[config.mk]
export PLATFORM = sky130hd
export DESIGN_NAME = msk_hpc2o_tof_feeder
export DESIGN_NICKNAME = d
export VERILOG_FILES = /design/src/rtl/msk_hpc2o_tof_feeder.sv
export SDC_FILE = /design/constraint.sdc
export NUM_CORES = 1
export LEC_CHECK = 0
export CORE_UTILIZATION = 52
export CTS_CLUSTER_DIAMETER = 120
export DETAILED_ROUTE_END_ITERATION = 10
export GPL_TIMING_DRIVEN = 0
export HOLD_SLACK_MARGIN = 0.08
export PLACE_DENSITY = 0.83
export SYNTH_ARGS = -nofsm -noshare
export SYNTH_HDL_FRONTEND = slang
export SYNTH_SLANG_ARGS = --single-unit
[constraint.sdc]
create_clock -name clk -period 2.9 [get_ports clk]
set_input_delay 0.58 -clock clk [delete_from_list [all_inputs] [get_ports clk]]
set_output_delay 0.58 -clock clk [all_outputs]
set_load 0.05 [all_outputs]
[src/rtl/msk_hpc2o_tof_feeder.sv]
// Issue/retire controller around an HPC2 AND-XOR gadget (out = a&b ^ c, latency 2).
// Optional macro MSK_FEEDER_CLR_EN zeroes every gadget input on bubble cycles.
module msk_hpc2o_tof_feeder #(
    parameter int d          = 2,
    parameter int FIFO_DEPTH = 4,
    localparam int hpc2rnd   = d * (d - 1) / 2
) (
    input  logic               clk,
    input  logic               rst_n,
    input  logic               in_valid,
    output logic               in_ready,
    input  logic [d-1:0]       in_a,
    input  logic [d-1:0]       in_b,
    input  logic [d-1:0]       in_c,
    input  logic               rnd_valid,
    output logic               rnd_ready,
    input  logic [hpc2rnd-1:0] rnd_in,
    output logic [d-1:0]       g_inb,
    output logic [hpc2rnd-1:0] g_rnd,
    output logic [d-1:0]       g_ina,
    output logic [d-1:0]       g_inc,
    output logic [d-1:0]       g_inb_prev,
    input  logic [d-1:0]       g_out,
    output logic               out_valid,
    input  logic               out_ready,
    output logic [d-1:0]       out_data
);

    localparam int CW = $clog2(FIFO_DEPTH + 1);
    localparam int PW = (FIFO_DEPTH > 1) ? $clog2(FIFO_DEPTH) : 1;
    localparam logic [CW-1:0] DEPTH_C  = CW'(FIFO_DEPTH);
    localparam logic [PW-1:0] LAST_IDX = PW'(FIFO_DEPTH - 1);

    logic [CW-1:0] r_cnt;
    logic [CW-1:0] r_occ;
    logic [PW-1:0] r_wrPtr;
    logic [PW-1:0] r_rdPtr;
    logic [d-1:0]  r_mem [FIFO_DEPTH];
    logic [d-1:0]  r_a;
    logic [d-1:0]  r_b;
    logic [d-1:0]  r_c;
    logic          r_v1;
    logic          r_v2;

    logic          w_creditOk;
    logic          w_fire;
    logic          w_push;
    logic          w_pop;

    // The credit counter covers the two gadget stages, so the FIFO can never overflow.
    assign w_creditOk = (r_cnt < DEPTH_C);
    assign w_fire     = in_valid & rnd_valid & w_creditOk;
    assign in_ready   = rnd_valid & w_creditOk;
    assign rnd_ready  = in_valid & w_creditOk;

    assign w_push     = r_v2;
    assign out_valid  = (r_occ != '0);
    assign w_pop      = out_valid & out_ready;
    assign out_data   = r_mem[r_rdPtr];

`ifdef MSK_FEEDER_CLR_EN
    assign g_inb = w_fire ? in_b : '0;
    assign g_rnd = w_fire ? rnd_in : '0;
`else
    assign g_inb = in_b;
    assign g_rnd = rnd_in;
`endif

    assign g_ina      = r_a;
    assign g_inc      = r_c;
    assign g_inb_prev = r_b;

    always_ff @(posedge clk or negedge rst_n) begin
        if (!rst_n) begin
            r_a <= '0;
            r_b <= '0;
            r_c <= '0;
        end else if (w_fire) begin
            r_a <= in_a;
            r_b <= in_b;
            r_c <= in_c;
        end
`ifdef MSK_FEEDER_CLR_EN
        else begin
            r_a <= '0;
            r_b <= '0;
            r_c <= '0;
        end
`endif
    end

    always_ff @(posedge clk or negedge rst_n) begin
        if (!rst_n) begin
            r_v1 <= 1'b0;
            r_v2 <= 1'b0;
        end else begin
            r_v1 <= w_fire;
            r_v2 <= r_v1;
        end
    end

    always_ff @(posedge clk or negedge rst_n) begin
        if (!rst_n) begin
            r_cnt <= '0;
        end else begin
            case ({w_fire, w_pop})
                2'b10:   r_cnt <= r_cnt + 1'b1;
                2'b01:   r_cnt <= r_cnt - 1'b1;
                default: r_cnt <= r_cnt;
            endcase
        end
    end

    // Storage needs no reset: an entry is only read after it has been written.
    always_ff @(posedge clk) begin
        if (w_push) begin
            r_mem[r_wrPtr] <= g_out;
        end
    end

    always_ff @(posedge clk or negedge rst_n) begin
        if (!rst_n) begin
            r_wrPtr <= '0;
            r_rdPtr <= '0;
            r_occ   <= '0;
        end else begin
            if (w_push) begin
                r_wrPtr <= (r_wrPtr == LAST_IDX) ? '0 : r_wrPtr + 1'b1;
            end
            if (w_pop) begin
                r_rdPtr <= (r_rdPtr == LAST_IDX) ? '0 : r_rdPtr + 1'b1;
            end
            case ({w_push, w_pop})
                2'b10:   r_occ <= r_occ + 1'b1;
                2'b01:   r_occ <= r_occ - 1'b1;
                default: r_occ <= r_occ;
            endcase
        end
    end

endmodule

==> flow_summary.toml, run 1 <==
[status]
run_status = "finished clean"

[sta]
max_freq_mhz = 383
finalCritPeriodShare = 0.900
hold_viol = 0
clock_skew_ps = 6.70
period_needed_ps = 2610
tightest_slew_ps = 794
fin_tns_setup_ps = 0
finalSetupViolCount = 0
rsz0062_at_grt = "no"
fin_ws_ps = 289
final_max_slew_viol_count = 0
relSlewSlack = 0.469

[route]
routed_wl_microns = 1740
vias = 698
top_layer = "met4"
via_per_inst = 4.92
wl_met1_microns = 724
drtAntennaViolNets = 0
drt_iter0_markers = 3
drc = 0
route.met3.wl_microns = 92
wl_met2_microns = 893
wl_per_cell_microns = 12.2
firstDrtPassIters = 2

[grt]
grt_pass1_wl_microns = 3060
grt_pass1_vias = 741
grtUsageTotal = 0.169
gr-total-overflow = 0
antenna_found_initial = 0
grt_max_degree = 19

[yosys]
avgSynthCellArea_sq_um = 14.2
synth_top_area_frac = 0.377
synthTopCellsByCount = "18 x dfrtp_1, 11 x inv_1, 8 x edfxtp_1, 7 x ha_1, 6 x mux2_2"
ys_seq_area_frac = 0.577
synth_seq_cells = 26
async_flop_share = 0.692
synth_edf_count = 8
synth_cells = 84
synth.most_common_cell = "dfrtp_1"
yosys.area.top_type = "dfrtp_1"
synth_top_flop_cell = "dfrtp_1"
netlist_area_sq_um = 1200
synth_nets = 107
ys_warn_count = 0
ys_types = 22
synth_area_leaders = "dfrtp_1 38%, edfxtp_1 20%, ha_1 7.3%"

[critical_path]
crit_path_start_kind = "register"
cp.arrival_ps = 2030
crit_type = "reg2out"
rr_worst_depth = 7
crit_required_ps = 2320
critPathMaxFanout = 5
end_kind = "primary output"

[clocking]
clock_sink_count = 26
path_clk_slew_ps = 140
htreeDepth = 1
cts_tree = "yes"
cts_made_buffers = 3
postCtsHoldBufs = 0
cts_post_setup_buffers_inserted = 0
clock_path_buffers = 2
cts_resized = 0
root_buffer = "clkbuf_4"
clock_latency_ps = 320

[floorplanning]
dieArea_sq_um = 2500
rows = 17
start_util = 0.546
die_h_microns = 50.0
die_w_microns = 50.0
coreArea_sq_um = 2190
pin_count = 28

[placed_design]
pre_cts_ws_ps = 316
dpl.hpwl_microns = 1380
gp_congestion = 0.682
dp.cells = 138
portBuffers = 26

[pwr]
swShare = 0.401
power_leakage_nw = 0.679
net-switching-power_mw = 0.671
p_comb_frac = 0.494
powerDensity_nw_per_um2 = 1080
intPower_mw = 1.00
p_seq_frac = 0.358
pwr-share-clk = 0.147
ir_drop_uv = 703

[final_layout]
num-fill-cells = 176
final_cells = 142
diodes = 0
num-nets-final = 138
drive_above_1_share = 0.184
synthToLayoutAreaGrowth_pct = 29.1

[flow_run]
maxCapViolCount = 0

[min_path]
hold_depth = 0
worst_hold_path_type = "reg2reg"
-- area by class of cell --
| cell class | instances | area (sq um) | area share |
|---|---|---|---|
| Sequential cell | 26 | 691 | 0.447 |
| Multi-Input combinational cell | 44 | 442 | 0.286 |
| Timing Repair Buffer | 26 | 260 | 0.169 |
| Inverter | 11 | 41.3 | 0.0267 |
| Tap cell | 28 | 35.0 | 0.0227 |
| Clock inverter | 1 | 30.0 | 0.0194 |
| Clock buffer | 3 | 22.5 | 0.0146 |
| Buffer | 3 | 22.5 | 0.0146 |
-- worst paths after layout --
check | from | end | slack [ps]
max | r_rdPtr[0] | out_data[1] | 290
min | r_v1 | r_v2 | 370
max reg2reg | r_occ[0] | r_cnt[1] | 970
min reg2reg | r_v1 | r_v2 | 370
max in group asynchronous | rst_n | g_ina[0] | 1710
min in group asynchronous | rst_n | g_inc[0] | 700
-- critical path, cell delays in order (launching register included) --
cell and delay [ps]:
dfrtp_1 480, mux4_2 520, clkdlybuf4s50_1 710
-- metrics by stage --
| stage | instance area [sq um] | hold WS, ps | power (mW) | utilization |
|---|---|---|---|---|
| 2_1_floorplan | 1200 | 284 | 1.20 | - |
| 3_3_place_gp | 1490 | 334 | 1.40 | 0.681 |
| 3_5_place_dp | 1490 | 340 | 1.44 | 0.681 |
| 4_1_cts | 1540 | 372 | 1.69 | 0.705 |
| 5_1_grt | 1540 | 377 | 1.78 | 0.705 |
| 6_report | 1540 | 370 | 1.67 | 0.705 |
-- layout by cell type, fill, tap and decap left out, drive strengths merged, types with 3 or more instances in the layout --
cell | netlist | layout
and2 | 4 | 4
buf | 3 | 3
clkbuf | 0 | 3
clkdlybuf4s50 | 0 | 26
dfrtp | 18 | 18
edfxtp | 8 | 8
ha | 7 | 7
inv | 11 | 11
mux2 | 8 | 8
nand2 | 4 | 4
nor2 | 3 | 3
o21ai | 3 | 3
xor2 | 4 | 4
-- kinds of logic (layout without fill, tap and decap cells) --
logic type	after synthesis	count (layout)	share of synthesized area
AOI/OAI and AO/OA	3	3	0.0125
xor gates and xnor gates	6	6	0.0439
adders and majority gates	9	9	0.107
buffers and inverters	14	44	0.0533
DFF	26	26	0.577
muxes	11	11	0.128
and+or+nand+nor	15	15	0.0785
-- registers in the layout, indices dropped and copies added, names as in the netlist --
| register | flops |
|---|---|
| r_mem | 8 |
| r_cnt | 3 |
| r_occ | 3 |
| g_ina | 2 |
| g_inb_prev | 2 |
| g_inc | 2 |
| r_rdPtr | 2 |
| r_wrPtr | 2 |
| r_v1 | 1 |
| r_v2 | 1 |
-- power groups by stage --
| stage | Clock (mW) | Combinational, mW | Sequential (mW) |
|---|---|---|---|
| floorplan | 0 | 0.455 | 0.742 |
| global placement | 0 | 0.802 | 0.600 |
| detailed placement | 0 | 0.829 | 0.613 |
| CTS | 0.250 | 0.839 | 0.604 |
| global route | 0.264 | 0.898 | 0.617 |
| finish | 0.246 | 0.826 | 0.599 |
-- layer usage --
metal | track usage | up-vias
met5 | 0 | -
met4 | 0.0857 | 0
met3 | 0.0432 | 4
met2 | 0.293 | 23
met1 | 0.191 | 336
li1 | - | 335
Note: power is estimated with default switching activity, not from simulation.
==> run 2: changes to the inputs <==
--- a/config.mk
+++ b/config.mk
@@ -9,7 +9,7 @@
 export CTS_CLUSTER_DIAMETER = 120
 export DETAILED_ROUTE_END_ITERATION = 10
 export GPL_TIMING_DRIVEN = 0
-export HOLD_SLACK_MARGIN = 0.08
+export HOLD_SLACK_MARGIN = 0.1
 export PLACE_DENSITY = 0.83
 export SYNTH_ARGS = -nofsm -noshare
 export SYNTH_HDL_FRONTEND = slang
==> results of run 2 <==
Final layout, timing and power as in run 1 (identical DEF).
==> run 3: changes to the inputs <==
--- a/config.mk
+++ b/config.mk
@@ -5,12 +5,13 @@
 export SDC_FILE = /design/constraint.sdc
 export NUM_CORES = 1
 export LEC_CHECK = 0
-export CORE_UTILIZATION = 52
+export ABC_AREA = 1
+export CORE_UTILIZATION = 46
 export CTS_CLUSTER_DIAMETER = 120
 export DETAILED_ROUTE_END_ITERATION = 10
 export GPL_TIMING_DRIVEN = 0
 export HOLD_SLACK_MARGIN = 0.1
-export PLACE_DENSITY = 0.83
+export PLACE_DENSITY = 0.74
 export SYNTH_ARGS = -nofsm -noshare
 export SYNTH_HDL_FRONTEND = slang
 export SYNTH_SLANG_ARGS = --single-unit
==> run 3 against run 2 <==
Sequential cell count unchanged. Area after synthesis increased by 6.5%. Critical path depth increased by 2. Critical path type is now in2out. Largest cell class unchanged. Largest power group unchanged.
==> flow_summary.toml, run 3 <==
[critical_path]
crit_required_ps = 2320
cp.arrival_ps = 2040
regToRegSetupSlack_ps = 1100
crit_type = "in2out"
cp-startpoint = "in_valid"
crit_path_start_kind = "input port"
reg2reg_from = "r_occ[1]"
reg2reg_to = "r_occ[2]"
end_kind = "primary output"
critPathMaxFanout = 2
rr_worst_depth = 11

[yosys]
synth_top_flop_cell = "dfrtp_1"
ys_seq_area_frac = 0.542
avgSynthCellArea_sq_um = 9.43
yosys.area.top_type = "dfrtp_1"
ys_warn_count = 0
netlist_area_sq_um = 1270
synth_edf_count = 8
synth.most_common_cell = "nand2_1"
synth_seq_cells = 26
async_flop_share = 0.692
ys_types = 19
synth_cells = 135
synth_top_area_frac = 0.354
synth_nets = 158
synthTopCellsByCount = "45 x nand2_1, 26 x inv_1, 18 x dfrtp_1, 8 x edfxtp_1, 7 x ha_1"
synth_area_leaders = "dfrtp_1 35%, edfxtp_1 19%, nand2_1 13%"

[grt]
grtUsageTotal = 0.166
gr-total-overflow = 0
grt_pass1_vias = 868
grt_pass1_wl_microns = 3500
antenna_found_initial = 0
grt_max_degree = 19

[clocking]
cts_made_buffers = 3
clock_path_buffers = 2
root_buffer = "clkbuf_4"
cts_resized = 0
cts_post_setup_buffers_inserted = 0
clock_sink_count = 26
postCtsHoldBufs = 0
clock_latency_ps = 300
cts_tree = "yes"
htreeDepth = 1
path_clk_slew_ps = 130

[final_layout]
final_core_util = 0.628
num-nets-final = 189
largest_register_ffs = 8
drive_above_1_share = 0.0788
layout_commonest_cell = "nand2_1"
synthToLayoutAreaGrowth_pct = 25.4
top_regs = "r_mem (8), r_cnt (3), r_occ (3)"
regMostFlops = "r_mem"
num-fill-cells = 232
final_cell_mix = "45 x nand2_1, 26 x inv_1, 26 x clkdlybuf4s50_1"
final_cell_area_sq_um = 1600
diodes = 0

[flow_run]
maxCapViolCount = 0

[min_path]
hold_depth = 0
worst_hold_path_type = "reg2reg"
hold_start = "r_v1"
min_to = "r_v2"

[sta]
period_needed_ps = 2620
max_freq_mhz = 381
final_max_slew_viol_count = 0
fin_tns_setup_ps = 0
hold_viol = 0
tightest_slew_ps = 833
relSlewSlack = 0.443
finalCritPeriodShare = 0.904
finalSetupViolCount = 0
rsz0062_at_grt = "no"
fin_ws_ps = 278
clock_skew_ps = 1.64

[floorplanning]
dieArea_sq_um = 2980
coreArea_sq_um = 2540
die_h_microns = 54.6
start_util = 0.500
rows = 18
pin_count = 28
die_w_microns = 54.6

[placed_design]
gp_congestion = 0.690
pre_cts_ws_ps = 277
place_area_sq_um = 1570
portBuffers = 26
dpl.hpwl_microns = 1760

[route]
drtAntennaViolNets = 0
drt_iter0_markers = 14
routed_wl_microns = 2170
firstDrtPassIters = 4
via_per_inst = 4.73
drc = 0
wl_per_cell_microns = 11.1
vias = 922

[pwr]
p_total_mw = 1.64
power_leakage_nw = 0.815
powerDensity_nw_per_um2 = 1020
ir_drop_uv = 609

[status]
run_status = "finished clean"
## run 3: per-stage QoR
step / hold slack [ps] / std cells
6_report: 367 / 195
5_1_grt: 377 / 195
4_1_cts: 367 / 195
3_5_place_dp: 336 / 191
3_3_place_gp: 337 / 191
2_1_floorplan: 284 / 135
## run 3: how the worst max path moves through the flow
stage / end / slack [ps] / cells past startpoint
6_report: rnd_ready / 280 / 4
5_1_grt: rnd_ready / 220 / 4
4_1_cts: rnd_ready / 270 / 4
3_5_place_dp: rnd_ready / 280 / 4
3_3_place_gp: rnd_ready / 280 / 4
2_1_floorplan: r_cnt[1] / 910 / 7
## run 3: where the power goes
| group | switching [mW] | internal, mW |
|---|---|---|
| sequential | 0.0819 | 0.502 |
| clock | 0.0973 | 0.0502 |
| combinational | 0.583 | 0.321 |
## run 3: kinds of logic (layout without fill, tap and decap cells)
family,after synthesis,after routing,synth area share
XOR/XNOR,2,2,0.0138
adder cells (fa/ha/maj),9,9,0.100
AO/OA/AOI/OAI,8,8,0.0393
flip-flops,26,26,0.542
buffers and inverters,33,63,0.112
AND/OR/NAND/NOR,57,57,0.193
## run 3: area by class of cell
type | count | area (sq um) | share of cell area
Sequential cell | 26 | 691 | 0.432
Timing Repair Buffer | 26 | 260 | 0.163
Inverter | 28 | 110 | 0.0689
Buffer | 5 | 32.5 | 0.0204
Multi-Input combinational cell | 76 | 440 | 0.276
Tap cell | 30 | 37.5 | 0.0235
Clock buffer | 3 | 22.5 | 0.0141
Clock inverter | 1 | 3.75 | 0.00235
## run 3: critical path, cell delays in order
cell and delay [ps]:
clkdlybuf4s50_1 520, inv_1 50, nor2_1 80, clkdlybuf4s50_1 810
## run 3: routing by layer
metal | share of wire | GRT usage
met1 | 0.43 | 0.192
met2 | 0.53 | 0.303
met4 | 0.0046 | 0.0385
met5 | 0 | 0
met3 | 0.037 | 0.0417
